==> config.mk <==
export PLATFORM = sky130hd
export DESIGN_NAME = inst_encoder
export DESIGN_NICKNAME = d
export VERILOG_FILES = /design/src/rtl/inst_encoder_pkg.sv /design/src/rtl/inst_encoder_pack.sv /design/src/rtl/inst_encoder.sv
export SDC_FILE = /design/constraint.sdc
export NUM_CORES = 1
export LEC_CHECK = 0
export BUFFER_PORTS_ARGS = -buffer_cell sky130_fd_sc_hd__buf_2
export CAP_MARGIN = 5
export CELL_PAD_IN_SITES_DETAIL_PLACEMENT = 0
export CELL_PAD_IN_SITES_GLOBAL_PLACEMENT = 1
export CORE_MARGIN = 10
export CORE_UTILIZATION = 41
export DETAILED_ROUTE_END_ITERATION = 16
export GPL_ROUTABILITY_DRIVEN = 1
export PLACE_DENSITY = 0.77
export SYNTH_ARGS = -nofsm -noshare
export SYNTH_HDL_FRONTEND = slang
export SYNTH_HIERARCHICAL = 1
export SYNTH_SLANG_ARGS = --single-unit
==> constraint.sdc <==
create_clock -name clk -period 2.2 [get_ports clk]
set_input_delay 0.22 -clock clk [delete_from_list [all_inputs] [get_ports clk]]
set_output_delay 0.22 -clock clk [all_outputs]
set_load 0.02 [all_outputs]
==> src/rtl/inst_encoder_pkg.sv <==
// Shared opcode constants, format classes and immediate-range helpers for the
// RV32I instruction encoder.
package inst_encoder_pkg;

    localparam logic [6:0] OP_ITYPEL = 7'h03;
    localparam logic [6:0] OP_ITYPEA = 7'h13;
    localparam logic [6:0] OP_ITYPEJ = 7'h67;
    localparam logic [6:0] OP_STYPE  = 7'h23;
    localparam logic [6:0] OP_BTYPE  = 7'h63;
    localparam logic [6:0] OP_UTYPEL = 7'h37;
    localparam logic [6:0] OP_UTYPEU = 7'h17;
    localparam logic [6:0] OP_JTYPE  = 7'h6F;

    localparam logic [31:0] NOP_INST_DEF = 32'h0000_0013;

    typedef enum logic [2:0] {
        FMT_I   = 3'd0,
        FMT_S   = 3'd1,
        FMT_B   = 3'd2,
        FMT_U   = 3'd3,
        FMT_J   = 3'd4,
        FMT_BAD = 3'd7
    } fmt_e;

    function automatic fmt_e op_class(input logic [6:0] op);
        fmt_e f;
        case (op)
            OP_ITYPEL, OP_ITYPEA, OP_ITYPEJ: f = FMT_I;
            OP_STYPE:                        f = FMT_S;
            OP_BTYPE:                        f = FMT_B;
            OP_UTYPEL, OP_UTYPEU:            f = FMT_U;
            OP_JTYPE:                        f = FMT_J;
            default:                         f = FMT_BAD;
        endcase
        return f;
    endfunction

    // A value fits a signed N-bit field when all bits above N-1 copy the sign bit.
    function automatic logic imm_fits(input fmt_e f, input logic [31:0] imm);
        logic ok;
        case (f)
            FMT_I, FMT_S: ok = (&imm[31:11]) | ~(|imm[31:11]);
            FMT_B:        ok = ((&imm[31:12]) | ~(|imm[31:12])) & ~imm[0];
            FMT_U:        ok = ~(|imm[11:0]);
            FMT_J:        ok = ((&imm[31:20]) | ~(|imm[31:20])) & ~imm[0];
            default:      ok = 1'b0;
        endcase
        return ok;
    endfunction

endpackage

==> src/rtl/inst_encoder_pack.sv <==
// Combinational packer: format class, register fields and immediate to a
// 32-bit RV32I word; rejected requests collapse to the NOP word.
module inst_pack_fmt
    import inst_encoder_pkg::*;
#(
    parameter logic [31:0] NOP_INST = NOP_INST_DEF
) (
    input  fmt_e        fmt,
    input  logic        legal,
    input  logic [6:0]  op,
    input  logic [4:0]  rd,
    input  logic [4:0]  rs1,
    input  logic [4:0]  rs2,
    input  logic [2:0]  f3,
    input  logic [31:0] imm,
    output logic [31:0] inst
);

    always_comb begin
        inst = NOP_INST;
        if (legal) begin
            case (fmt)
                FMT_I:   inst = {imm[11:0], rs1, f3, rd, op};
                FMT_S:   inst = {imm[11:5], rs2, rs1, f3, imm[4:0], op};
                FMT_B:   inst = {imm[12], imm[10:5], rs2, rs1, f3, imm[4:1], imm[11], op};
                FMT_U:   inst = {imm[31:12], rd, op};
                FMT_J:   inst = {imm[20], imm[10:1], imm[11], imm[19:12], rd, op};
                default: inst = NOP_INST;
            endcase
        end
    end

endmodule

==> src/rtl/inst_encoder.sv <==
// Two-stage RV32I instruction encoder: S1 classifies and range-checks the
// immediate, S2 packs the word and counts rejected requests.
module inst_encoder
    import inst_encoder_pkg::*;
#(
    parameter int          CNT_W    = 16,
    parameter logic [31:0] NOP_INST = NOP_INST_DEF
) (
    input  logic             clk,
    input  logic             rst_n,
    input  logic             in_valid,
    output logic             in_ready,
    input  logic [6:0]       in_opcode,
    input  logic [4:0]       in_rd,
    input  logic [4:0]       in_rs1,
    input  logic [4:0]       in_rs2,
    input  logic [2:0]       in_funct3,
    input  logic [6:0]       in_funct7,
    input  logic [31:0]      in_imm,
    output logic             out_valid,
    input  logic             out_ready,
    output logic [31:0]      out_inst,
    output logic             out_err,
    output logic [CNT_W-1:0] err_cnt
);

    logic        s1_v, s2_v, s1_adv, s2_adv;
    fmt_e        in_fmt, s1_fmt;
    logic        s1_legal;
    logic [6:0]  s1_op;
    logic [4:0]  s1_rd, s1_rs1, s1_rs2;
    logic [2:0]  s1_f3;
    logic [31:0] s1_imm;
    logic [31:0] pack_word;
    logic        funct7_unused;

    // funct7 is reserved: no handled format carries it.
    assign funct7_unused = ^in_funct7;

    // Valid/ready: a transfer happens on a rising edge where valid & ready are
    // both 1; valid and its payload stay put until then. Each stage moves when
    // it is empty or its successor moves, so in_ready follows out_ready
    // combinationally and a full pipe streams one word per cycle.
    assign s2_adv    = !s2_v || out_ready;
    assign s1_adv    = !s1_v || s2_adv;
    assign in_ready  = s1_adv;
    assign out_valid = s2_v;
    assign in_fmt    = op_class(in_opcode);

    always_ff @(posedge clk or negedge rst_n) begin
        if (!rst_n) begin
            s1_v     <= 1'b0;
            s1_fmt   <= FMT_BAD;
            s1_legal <= 1'b0;
            s1_op    <= '0;
            s1_rd    <= '0;
            s1_rs1   <= '0;
            s1_rs2   <= '0;
            s1_f3    <= '0;
            s1_imm   <= '0;
        end else if (s1_adv) begin
            s1_v <= in_valid;
            if (in_valid) begin
                s1_fmt   <= in_fmt;
                s1_legal <= imm_fits(in_fmt, in_imm);
                s1_op    <= in_opcode;
                s1_rd    <= in_rd;
                s1_rs1   <= in_rs1;
                s1_rs2   <= in_rs2;
                s1_f3    <= in_funct3;
                s1_imm   <= in_imm;
            end
        end
    end

    inst_pack_fmt #(
        .NOP_INST (NOP_INST)
    ) u_pack (
        .fmt   (s1_fmt),
        .legal (s1_legal),
        .op    (s1_op),
        .rd    (s1_rd),
        .rs1   (s1_rs1),
        .rs2   (s1_rs2),
        .f3    (s1_f3),
        .imm   (s1_imm),
        .inst  (pack_word)
    );

    always_ff @(posedge clk or negedge rst_n) begin
        if (!rst_n) begin
            s2_v     <= 1'b0;
            out_inst <= '0;
            out_err  <= 1'b0;
        end else if (s2_adv) begin
            s2_v <= s1_v;
            if (s1_v) begin
                out_inst <= pack_word;
                out_err  <= !s1_legal;
            end
        end
    end

    // Counted when the rejected word leaves, so a stalled reject counts once.
    always_ff @(posedge clk or negedge rst_n) begin
        if (!rst_n) begin
            err_cnt <= '0;
        end else if (s2_v && out_ready && out_err && !(&err_cnt)) begin
            err_cnt <= err_cnt + 1'b1;
        end
    end

endmodule
---- Word level (Yosys, flattened, before mapping) ----
Index checks and enable logic that the tools add are counted.
word-level totals
  flip-flop bits (word level) ............. 112
  output and inout bits ................... 51
  logic and storage cells ................. 68
operators by class
  add/sub/neg operators ................... 1
  eq/ne operators ......................... 16
  muxes and demuxes ....................... 4
  bitwise gates (word level) .............. 10
  reductions and logical operators ........ 24
operators by type and width
  operator               count
  $pmux 32 s5            1
  $mux 32                1
  $reduce_or 12->1       2
  $eq 7x7->1 const B     3
  $reduce_and 21->1      1
  $reduce_or 21->1       1
  $reduce_and 20->1      1
  $reduce_or 20->1       1
  $add 16x1->16 const B  1
  $reduce_and 16->1      1
  $pmux 3 s5             1
  $eq 7x5->1 const B     2
  $eq 7x6->1 const B     2
  $eq 3x2->1 const B     4
  $reduce_and 12->1      1
  $eq 7x2->1 const B     1
  $eq 3x1->1 const B     2
  $eq 3x3->1 const B     2
  $logic_not 3->1        2
  $not 1->1              5
  $logic_not 1->1        4
  $pmux 1 s4             1
  $reduce_and 2->1       2
  $reduce_or 2->1        2
  other kinds (5)        11

---- Depth between registers and ports, before layout ----
  word-level depth ........................ 6
  gate-level depth with buffers ........... 8

---- Cells and area by module ----
The synthesis kept the hierarchy.
modules (own cells, without submodules)
  module         instances  cells an instance  area an instance (um^2)  sequential area each (um^2)
  inst_encoder   1          452                4643.2                   2806.4
  inst_pack_fmt  1          150                969.7                    0.0

---- Worst setup path after synthesis ----
Ideal clock, no wire load.
  path kind ............................... register -> register
  start ................................... register err_cnt[0]
  end ..................................... register err_cnt[10]
  setup time .............................. 0.129 ns
  arrival ................................. 1.623 ns
  required time ........................... 2.071 ns
  slack ................................... 0.448 ns
  cell stages (with the launch flop) ...... 7
  buffers on the path ..................... 0
  cell sequence ........................... dfrtp_1 ha_1 nand4_1 or2_1 and3b_1 nand4_1 xnor2_1
between the ends
  longest elaborated chain between the ends .. 3
  elaborated cells between the ends (all ways) .. 4
  those cells by class .................... add/sub (1); reduce/logical (3)
RTL lines
  item                                                   line                 text
  from (decl)                                            inst_encoder.sv:24   output logic [CNT_W-1:0] err_cnt
  from (signal assigned)                                 inst_encoder.sv:109  err_cnt <= err_cnt + 1'b1;
  branches (longest 3 deep; another with $add 16x1->16)  n/a
Parallel ways; which one is timed is not known.
A chain may end at the register's enable or synchronous reset.

---- Final worst setup path ----
  start ................................... register s1_fmt[2]
  end ..................................... register out_inst[22]
between the ends
  longest elaborated chain between the ends .. 3
  elaborated cells between the ends (all ways) .. 7
  those cells by class .................... eq/ne (4); mux (2); reduce/logical (1)
RTL lines
  item                                      line                     text
  from (decl)                               inst_encoder.sv:28       fmt_e in_fmt, s1_fmt;
  from (signal assigned)                    inst_encoder.sv:64       s1_fmt <= in_fmt;
  $eq 3x3->1, or another cell as far along  inst_encoder_pack.sv:22  case (fmt)
  $pmux 32 s5 (*)                           inst_encoder_pack.sv:22
  $mux 32 (*)                               inst_encoder_pack.sv:21  if (legal) begin
  named net pack_word[22]                   inst_encoder.sv:34       logic [31:0] pack_word;
  to (signal assigned)                      inst_encoder.sv:98       out_inst <= pack_word;
  to (decl)                                 inst_encoder.sv:22       output logic [31:0] out_inst,
Mark *: on every way through the listed nets, which the timed path passes. The rest lies on a longest branch.

==> out/qor.yml <==
outcome: "finished clean"
place_congestion: 0.799
grt.overflow.total: 0
power_frac_comb_pct: 21.0
finalCritPeriodShare_pct: 83.0
p_int_uw: 3790
max_slew_margin_pct: 65.8
rsz0062_at_grt: "false"
clk-insertion-delay-late_ns: 0.35
path_class: "reg2reg"
power_uw: 5450
syn_area_per_cell_um2: 9.32
fmax_ghz: 0.548
synth_cell_types: 52
synth.yosys.warnings: 6
clockPowerShare_pct: 32.1
drv_cap: 0
clk_pin_slew_ns: 0.07
routed_wl_um: 14800
synth_edf_count: 0
cts-root-buf: "clkbuf_16"
cts.sinks: 112
track_usage_pct: 16.2
hold_end: "s1_f3[2]$_DFFE_PN0P_"
dpl.hpwl_um: 11300
r2r-end: "out_inst[22]$_DFFE_PN0P_"
min_period_ns: 1.83
grt_pass1_vias: 4733
fin_setup_tns_ns: 0
crit_path_end_kind: "flip-flop"
setup_viol: 0
vias: 4594
async_reset_ff_share_pct: 100
power_leakage_uw: 0.00338
io_buffers: 111
power-per-cell-area_mw_per_mm2: 813
synthFlopType: "dfrtp_1"
rr_startpoint: "s1_fmt[2]$_DFFE_PN1P_"
whs_path_depth: 3
synth_area_mm2: 0.00561
r2r_setup_slack_ns: 0.37
tritoncts: "done"
io_pins: 119
cp_data_required_time_ns: 2.43
die_w_um: 137
worstHoldStart: "in_funct3[2]"
ant_nets: 0
hold_class: "in2reg"
ys_seq_area_share_pct: 50.0
hold_ws_ns: 0.0624
syn_nets: 671
cts.path.max_buffers: 2
path_max_fanout: 13
peakVddDrop_uv: 333
yosysTopAreaCell: "dfrtp_1"
critPathLaunchType: "flip-flop"
swShare_pct: 30.5
grt_max_degree: 46
diodes: 0
synth_seq_cells: 112
cp_slowest_cell: "dfstp_2"
yosys-top-cells-area: "dfrtp_1 49%, nand2_1 13%, mux2_2 6.6%, nor2b_1 2.9%, and2_1 2.2%"
cts_setup_buffers: 0
critPathBufInv: 0
dieArea_mm2: 0.0188
drt_iter0_drc: 250
syn_inst: 602
report.final.slew_viol_count: 0
drive_above_1_share_pct: 26.7
wire_per_inst_um: 16.6
cp.arrival_ns: 2.05
viasPerCell: 5.18
hold_viol: 0
worst_slew_pin_slew_ns: 0.513
cpPeakStageDelay_ns: 0.67
cts_max_level: 3
syn_to_final_growth_pct: 19.4
placeableCoreArea_mm2: 0.0133
antenna_found_initial: 0
post-route-drc-count: 0
nets: 775
die_y_um: 137
p_sw_uw: 1660
start_util_pct: 42.1
yosys.area.top_type_share_pct: 48.6
fin_skew_ns: 0.00833
row_count: 42
crit_family: "flip-flops"
drt_first_pass_iters: 5
seq_power_share_pct: 46.9
cts_made_buffers: 9
cp_cell_sequence: "nand2b_1 -> o221ai_1 -> and2_1 -> mux2_2"
grt_pass1_wl_um: 24300
reg2reg_depth: 4
## stage by stage
| step | area, um^2 | setup WS, ns | instances | util, % |
|---|---|---|---|---|
| floorplan | 5610 | 0.448 | 602 | - |
| global placement | 6370 | 0.414 | 870 | 47.7 |
| detailed placement | 6370 | 0.387 | 870 | 47.7 |
| CTS | 6700 | 0.374 | 887 | 50.2 |
| global route | 6700 | 0.259 | 887 | 50.2 |
| finish | 6700 | 0.374 | 887 | 50.2 |
## metal layers
layer / track usage, % / share of wire [%] / wire length (um)
met3: 4.62 / 6.5 / 953
met1: 20.7 / 45 / 6660
met5: 0 / 0 / 0
met4: 4.22 / 1.1 / 163
met2: 26.1 / 47 / 6970
## cell usage after synthesis, types with 2 or more instances
cell,instances
buf_4,2
and3_1,7
nand4_1,12
nand2b_1,18
xnor2_1,9
and2_1,20
and4_1,2
nand2_1,196
o22ai_1,10
or3_1,3
mux2i_1,10
o21ai_1,2
nor3_1,2
nor2_1,12
o221ai_1,9
nor4_1,7
a22oi_1,6
o21ai_0,12
dfstp_2,3
buf_2,13
nor4b_1,2
dfrtp_1,109
inv_1,3
clkbuf_1,12
and3b_1,2
mux2_2,33
nand3_1,5
xor2_1,5
o21a_1,2
nor2b_1,26
buf_1,4
buf_6,3
a21oi_1,22
## tightest hold or removal path: stages
cell     delay, ns
buf_2         0.07
nand2_1       0.04
nand2_1       0.05
## kinds of logic after synthesis
kind of cell | count (synthesis) | synth area share (%)
multiplexers | 43 | 8.40
adder cells (fa/ha/maj) | 1 | 0.223
flip-flops | 112 | 50.0
AO/OA/AOI/OAI | 71 | 8.45
buffers and inverters | 37 | 3.30
XOR/XNOR | 14 | 2.18
AND/OR/NAND/NOR | 324 | 27.4
## state kept, by name, summed over array words and instances (netlist names)
name	count
out_inst	32
s1_imm	32
err_cnt	16
s1_op	7
s1_rd	5
s1_rs1	5
s1_rs2	5
s1_f3	3
s1_fmt	3
out_err	1
out_valid	1
s1_legal	1
s1_v	1
## what timing repair did
action                                 in CTS  in global routing
hold buffers                                1                  0
endpoints found under the hold margin      33                  0
gates resized for setup                     0                  0
setup endpoints to repair                   0                  0
## power groups by stage
| stage | Sequential, uW | Clock (uW) | Combinational (uW) |
|---|---|---|---|
| finish | 2560 | 1750 | 1140 |
| global route | 2600 | 1890 | 1280 |
| CTS | 2560 | 1800 | 1160 |
| detailed placement | 2600 | 0 | 1150 |
| global placement | 2580 | 0 | 1120 |
| floorplan | 2640 | 0 | 665 |
## worst max-delay path by stage
stage | from | endpoint | slack (ns) | depth (start not counted)
after detailed placement | s1_fmt[2]$_DFFE_PN1P_ | out_inst[22]$_DFFE_PN0P_ | 0.39 | 4
after global routing | s1_fmt[2]$_DFFE_PN1P_ | out_inst[22]$_DFFE_PN0P_ | 0.26 | 4
after CTS | s1_fmt[2]$_DFFE_PN1P_ | out_inst[22]$_DFFE_PN0P_ | 0.37 | 4
final | s1_fmt[2]$_DFFE_PN1P_ | out_inst[22]$_DFFE_PN0P_ | 0.37 | 4
after floorplan | err_cnt[0]$_DFFE_PN0P_ | err_cnt[10]$_DFFE_PN0P_ | 0.45 | 6
after global placement | s1_fmt[2]$_DFFE_PN1P_ | out_inst[22]$_DFFE_PN0P_ | 0.41 | 4
## cell usage in the layout, fill, tap and decap left out, types with 10 or more instances in the layout
cell	Yosys	routed
and2_1	20	19
nor2b_1	26	26
nand2_1	196	195
o22ai_1	10	10
dfrtp_1	109	109
nand2b_1	18	18
buf_2	13	110
buf_4	2	13
mux2_2	33	33
a21oi_1	22	22
nand4_1	12	12
mux2i_1	10	10
o21ai_0	12	12
nor2_1	12	12
## area by class of cell
class | instances | area, um^2
Inverter | 3 | 11.3
Sequential cell | 112 | 2810
Fill cell | 1301 | 6650
Multi-Input combinational cell | 453 | 2630
Clock inverter | 7 | 95.1
Timing Repair Buffer | 127 | 718
Clock buffer | 9 | 225
Tap cell | 176 | 220
Note: power is estimated with default switching activity, not from simulation.
